File: src/rtl/wb_port_arbiter.sv
// Writeback port arbiter: shares one register-file write port among ALU (0), load (1) and MUL/DIV (2).
// Optional forwarding taps from the registered write stage are built when WB_FWD_EN is defined.

module wb_starve_cnt #(
  parameter int STARVE_MAX = 4,
  parameter int CW         = $clog2(STARVE_MAX + 1)
) (
  input  logic clk,
  input  logic rst,
  input  logic valid,
  input  logic grant,
  output logic promoted
);
  localparam logic [CW-1:0] MAX = CW'(STARVE_MAX);

  logic [CW-1:0] cnt;

  always_ff @(posedge clk or negedge rst) begin
    if (!rst)                cnt <= '0;
    else if (!valid || grant) cnt <= '0;
    else if (cnt != MAX)     cnt <= cnt + CW'(1);
  end

  assign promoted = (cnt == MAX);
endmodule

module wb_port_arbiter #(
  parameter int XLEN       = 32,
  parameter int STARVE_MAX = 4
) (
  input  logic              clk,
  input  logic              rst,
  input  logic [2:0]        req_valid,
  input  logic [14:0]       req_rd,
  input  logic [3*XLEN-1:0] req_data,
  output logic [2:0]        req_ready,
  output logic              reg_write,
  output logic [4:0]        write_reg,
  output logic [XLEN-1:0]   write_data,
`ifdef WB_FWD_EN
  input  logic [4:0]        fwd_rs1,
  input  logic [4:0]        fwd_rs2,
  output logic              fwd1_hit,
  output logic              fwd2_hit,
  output logic [XLEN-1:0]   fwd1_data,
  output logic [XLEN-1:0]   fwd2_data,
`endif
  output logic              wb_conflict
);
  localparam int NUM_REQ = 3;

  logic [NUM_REQ-1:0][4:0]      rd_a;
  logic [NUM_REQ-1:0][XLEN-1:0] data_a;
  logic [NUM_REQ-1:0]           promoted;
  logic [NUM_REQ-1:0]           grant;
  logic [4:0]                   sel_rd;
  logic [XLEN-1:0]              sel_data;

  assign rd_a   = req_rd;
  assign data_a = req_data;

  for (genvar i = 0; i < NUM_REQ; i++) begin : g_req
    wb_starve_cnt #(.STARVE_MAX(STARVE_MAX)) u_cnt (
      .clk      (clk),
      .rst      (rst),
      .valid    (req_valid[i]),
      .grant    (req_ready[i]),
      .promoted (promoted[i])
    );
  end

  // Starved requesters win first (lowest index), then load > mul/div > alu.
  always_comb begin
    grant = '0;
    if (|(promoted & req_valid)) begin
      for (int i = 0; i < NUM_REQ; i++)
        if (promoted[i] && req_valid[i] && grant == '0) grant[i] = 1'b1;
    end else if (req_valid[1]) grant = 3'b010;
    else if (req_valid[2])     grant = 3'b100;
    else if (req_valid[0])     grant = 3'b001;
  end

  // No grants while reset is held so nothing is consumed that will not be written.
  assign req_ready = rst ? grant : '0;

  always_comb begin
    sel_rd   = '0;
    sel_data = '0;
    for (int i = 0; i < NUM_REQ; i++)
      if (req_ready[i]) begin
        sel_rd   = rd_a[i];
        sel_data = data_a[i];
      end
  end

  always_ff @(posedge clk or negedge rst) begin
    if (!rst) begin
      reg_write  <= 1'b0;
      write_reg  <= '0;
      write_data <= '0;
    end else begin
      reg_write <= 1'b0;
      if (|req_ready) begin
        // x0 destinations still consume the slot but never write.
        reg_write  <= (sel_rd != 5'd0);
        write_reg  <= sel_rd;
        write_data <= sel_data;
      end
    end
  end

  assign wb_conflict = (req_valid[0] & req_valid[1]) | (req_valid[0] & req_valid[2]) |
                       (req_valid[1] & req_valid[2]);

`ifdef WB_FWD_EN
  assign fwd1_hit  = reg_write && (write_reg == fwd_rs1) && (fwd_rs1 != 5'd0);
  assign fwd2_hit  = reg_write && (write_reg == fwd_rs2) && (fwd_rs2 != 5'd0);
  assign fwd1_data = fwd1_hit ? write_data : '0;
  assign fwd2_data = fwd2_hit ? write_data : '0;
`endif
endmodule

File: config.mk
export PLATFORM = sky130hd
export DESIGN_NAME = wb_port_arbiter
export DESIGN_NICKNAME = d
export VERILOG_FILES = /design/src/rtl/wb_port_arbiter.sv
export SDC_FILE = /design/constraint.sdc
export NUM_CORES = 1
export LEC_CHECK = 0
export BUFFER_PORTS_ARGS = -buffer_cell sky130_fd_sc_hd__buf_2
export CAP_MARGIN = 20
export CORE_ASPECT_RATIO = 1.4
export CORE_MARGIN = 2
export CORE_UTILIZATION = 30
export DETAILED_ROUTE_END_ITERATION = 7
export SYNTH_ARGS = -nofsm -noshare
export SYNTH_HDL_FRONTEND = slang
export SYNTH_HIERARCHICAL = 1
export SYNTH_SLANG_ARGS = --single-unit
File: constraint.sdc
create_clock -name clk -period 5.8 [get_ports clk]
set_clock_uncertainty 0.05 [all_clocks]
set_input_delay 0.29 -clock clk [delete_from_list [all_inputs] [get_ports clk]]
set_output_delay 0.29 -clock clk [all_outputs]
set_load 0.02 [all_outputs]
==> qor.txt <==
DIE
--------------------------------------------------------------------------------------
Starting density of the core                                                     30.5%
Die X                                                                          80.5 um
Placeable Area                                                                8050 um2
Site row count                                                                      39
Floorplan die area                                                            8940 um2
Ports placed on the boundary                                                       158
Height of the chip                                                              111 um

YOSYS
--------------------------------------------------------------------------------------
Primary flip-flop cell chosen by synthesis mapping                             dfrtp_1
Synthesized area                                                              2460 um2
Biggest area consumer among synthesized cells                                  dfrtp_1
Post-synth EDFFs                                                                     0
Dominant cell by count in the synthesized netlist                              dfrtp_1
Share of the synthesized area in the top cell type                               47.9%
Cells after synthesis                                                              244
Syn Nets                                                                           366
Share of flip-flops with an asynchronous set or reset after synthesis             100%
Distinct cells, synth                                                               32
Syn avg cell area                                                             10.1 um2
Synth top area cells                                                      dfrtp_1 (48%), a222oi_1 (11%), o21ai_1 (6.1%)
Count of yosys warnings during synthesis                                             6
Share of the yosys chip area belonging to registers                              47.9%
Post-synth top cells                                                      dfrtp_1 (47), nand2_1 (32), o21ai_1 (30), a222oi_1 (27), nor2_1 (15)
Flip-flop and latch count after synthesis                                           47

JOB
--------------------------------------------------------------------------------------
Maximum capacitance violations                                                       0

TIMING
--------------------------------------------------------------------------------------
Final sum of negative setup slack                                                 0 ns
Achievable Freq                                                                325 MHz
Share of the clock period used by the worst path                                 53.0%
Final Hold Violating Endpoints                                                       0
Transition at the pin with the smallest max-transition slack                   1.03 ns
Count of endpoints failing setup in the final report                                 0
Max-slew violation count                                                             0
Worst relative slew slack                                                        31.2%
Unrepaired setup endpoints after global routing                                  false
Minimum clock period after layout                                              3.07 ns

DETAILED ROUTING
--------------------------------------------------------------------------------------
Number of detailed-routing iterations run before antenna repair                      8
Total routed wirelength                                                        7070 um
Count of routing violations after the opening detailed-route iteration             176
Post-detailed-route count of antenna-violating nets                                  0
Post-route DRC violation count                                                       0
Via count                                                                        2,513
Post-DR vias/cell                                                                 5.05
DR WL/cell                                                                     14.2 um

CLOCK NETWORK
--------------------------------------------------------------------------------------
Number of buffers inserted to repair setup after CTS                                 0
Post-CTS sizing                                                                      0
Number of buffers inserted for hold repair after clock tree synthesis                0
CTS tree                                                                          done
# clock sinks                                                                       47
Number of buffers added by the clock tree synthesis step                             5
Clock slew at the register clock pins of the worst setup and hold paths        0.06 ns
Clock Tree Root                                                              clkbuf_16
H-tree depth reported by CTS                                                         2
Worst-Skew Late Latency                                                        0.28 ns
CTS Buffer Depth                                                                     2

WORST SETUP PATH
--------------------------------------------------------------------------------------
Critical Path Fanout Max                                                            22
Beginning of the critical path                                            g_req[0].u_cnt/cnt[0]
Startpoint kind of the worst setup timing path                               flip-flop
Data required time at the worst endpoint                                       5.46 ns
Startpoint-to-endpoint class of the critical path                           reg -> out
Critical R2R Capture                                                         reg_write
Register-to-register path setup slack                                          2.83 ns
Worst EP arrival                                                               2.73 ns
Critical path endpoint category                                           primary output
Depth of the most critical reg-to-reg path                                           9
Startpoint of the worst register-to-register path                         g_req[1].u_cnt/cnt[0]

LAYOUT
--------------------------------------------------------------------------------------
Fraction of final layout cells with drive strength greater than 1                47.5%
Antenna cell count                                                                   0
Fin cells                                                                          498
Core occupancy in the finished layout                                            43.5%
Area growth from synthesis to layout                                             42.7%
Number of flip-flops under the largest register name                                32
Number of nets in the final layout                                                 517

POWER
--------------------------------------------------------------------------------------
Maximum VDD drop                                                              0.140 mV
Areal power density over the cells                                          265 nW/um2
Standby leakage power                                                       0.00185 uW

WORST HOLD PATH
--------------------------------------------------------------------------------------
Hold Crit Class                                                            in -> async

GLOBAL ROUTING
--------------------------------------------------------------------------------------
Pin count of the biggest net entering global routing                                52
Number of global-route vias before repair                                        2,541
Global-route wire length before repair                                       11,800 um
Overflow left after global routing                                                   0
Number of antenna violations at the first check in global routing                    0
Aggregate global-route resource usage                                            16.7%

PLACED DESIGN
--------------------------------------------------------------------------------------
Port buffer count                                                                  157
DP HPWL                                                                        5290 um
Number of instances in the placed design                                           489
Final RePlAce weighted congestion                                                0.800

RUN STATUS
--------------------------------------------------------------------------------------
Run status                                                                   completed

worst max-delay path by stage:
stage | end | slack [ns] | cells after the start
6_report | req_ready[1] | 2.73 | 7
5_1_grt | reg_write | 2.53 | 9
4_1_cts | req_ready[1] | 2.68 | 7
3_5_place_dp | reg_write | 2.81 | 9
3_3_place_gp | req_ready[1] | 2.88 | 6
2_1_floorplan | g_req[2].u_cnt/cnt[2] | 3.52 | 10
cells by family after synthesis:
logic type / Yosys count / synth area share, %
mux: 5 / 2.04
buf+inv: 25 / 4.23
compound gates: 93 / 29.4
flops: 47 / 47.9
simple gates: 67 / 12.9
fa+ha+maj: 7 / 3.46
through the flow:
stage | setup WS (ns) | hold WS, ns | cell area (um2) | total power (uW)
after floorplan | 3.52 | -0.0556 | 2460 | 549
after global placement | 2.88 | 0.401 | 3340 | 658
after detailed placement | 2.81 | 0.404 | 3340 | 663
after CTS | 2.68 | 0.102 | 3480 | 943
after global routing | 2.53 | 0.132 | 3500 | 988
final | 2.73 | 0.0709 | 3500 | 930
critical path, cell delays in order (launching register included):
cell and delay, ns:
dfrtp_1 0.39, inv_1 0.06, ha_1 0.25, and2_2 0.21, a21boi_1 0.21, o211a_1 0.76
buf_4 0.37, buf_2 0.20
cells in the final DEF (no fill, tap or decap), types with 5 or more instances in the layout:
master	netlist	routed
o21ai_1	30	29
a211oi_1	5	5
a222oi_1	27	27
ha_1	6	6
a21o_1	8	8
clkbuf_16	0	5
mux2i_1	5	5
nand2_1	32	32
buf_2	5	157
dfrtp_1	47	47
nor2_1	15	15
a21oi_1	6	6
nand3_1	6	6
inv_1	7	7
layout make-up:
class / count / area (um2)
inverter: 8 / 30.0
sequential: 47 / 1180
clock inverter: 2 / 12.5
clock buffer: 6 / 129
fill: 812 / 4550
timing repair buffer: 161 / 836
multi-input combinational: 172 / 1190
tap: 102 / 128
per-layer routing:
layer  global-route usage, %  vias to the layer above  wire length [um]
li1                        -                     1232                 -
met2                    28.6                       92              3650
met3                    2.85                       15               383
met1                    20.4                     1174              2830
met4                    7.12                        0               211
met5                       0                        -                 0
power by group:
group / switching [uW] / internal, uW / total [uW] / leakage (uW)
sequential: 25.0 / 371 / 396 / 0.000587
clock: 115 / 159 / 274 / 0.0000669
combinational: 150 / 110 / 260 / 0.00119
total: 290 / 640 / 930 / 0.00185
No activity file was read; power rests on OpenSTA's default activity.
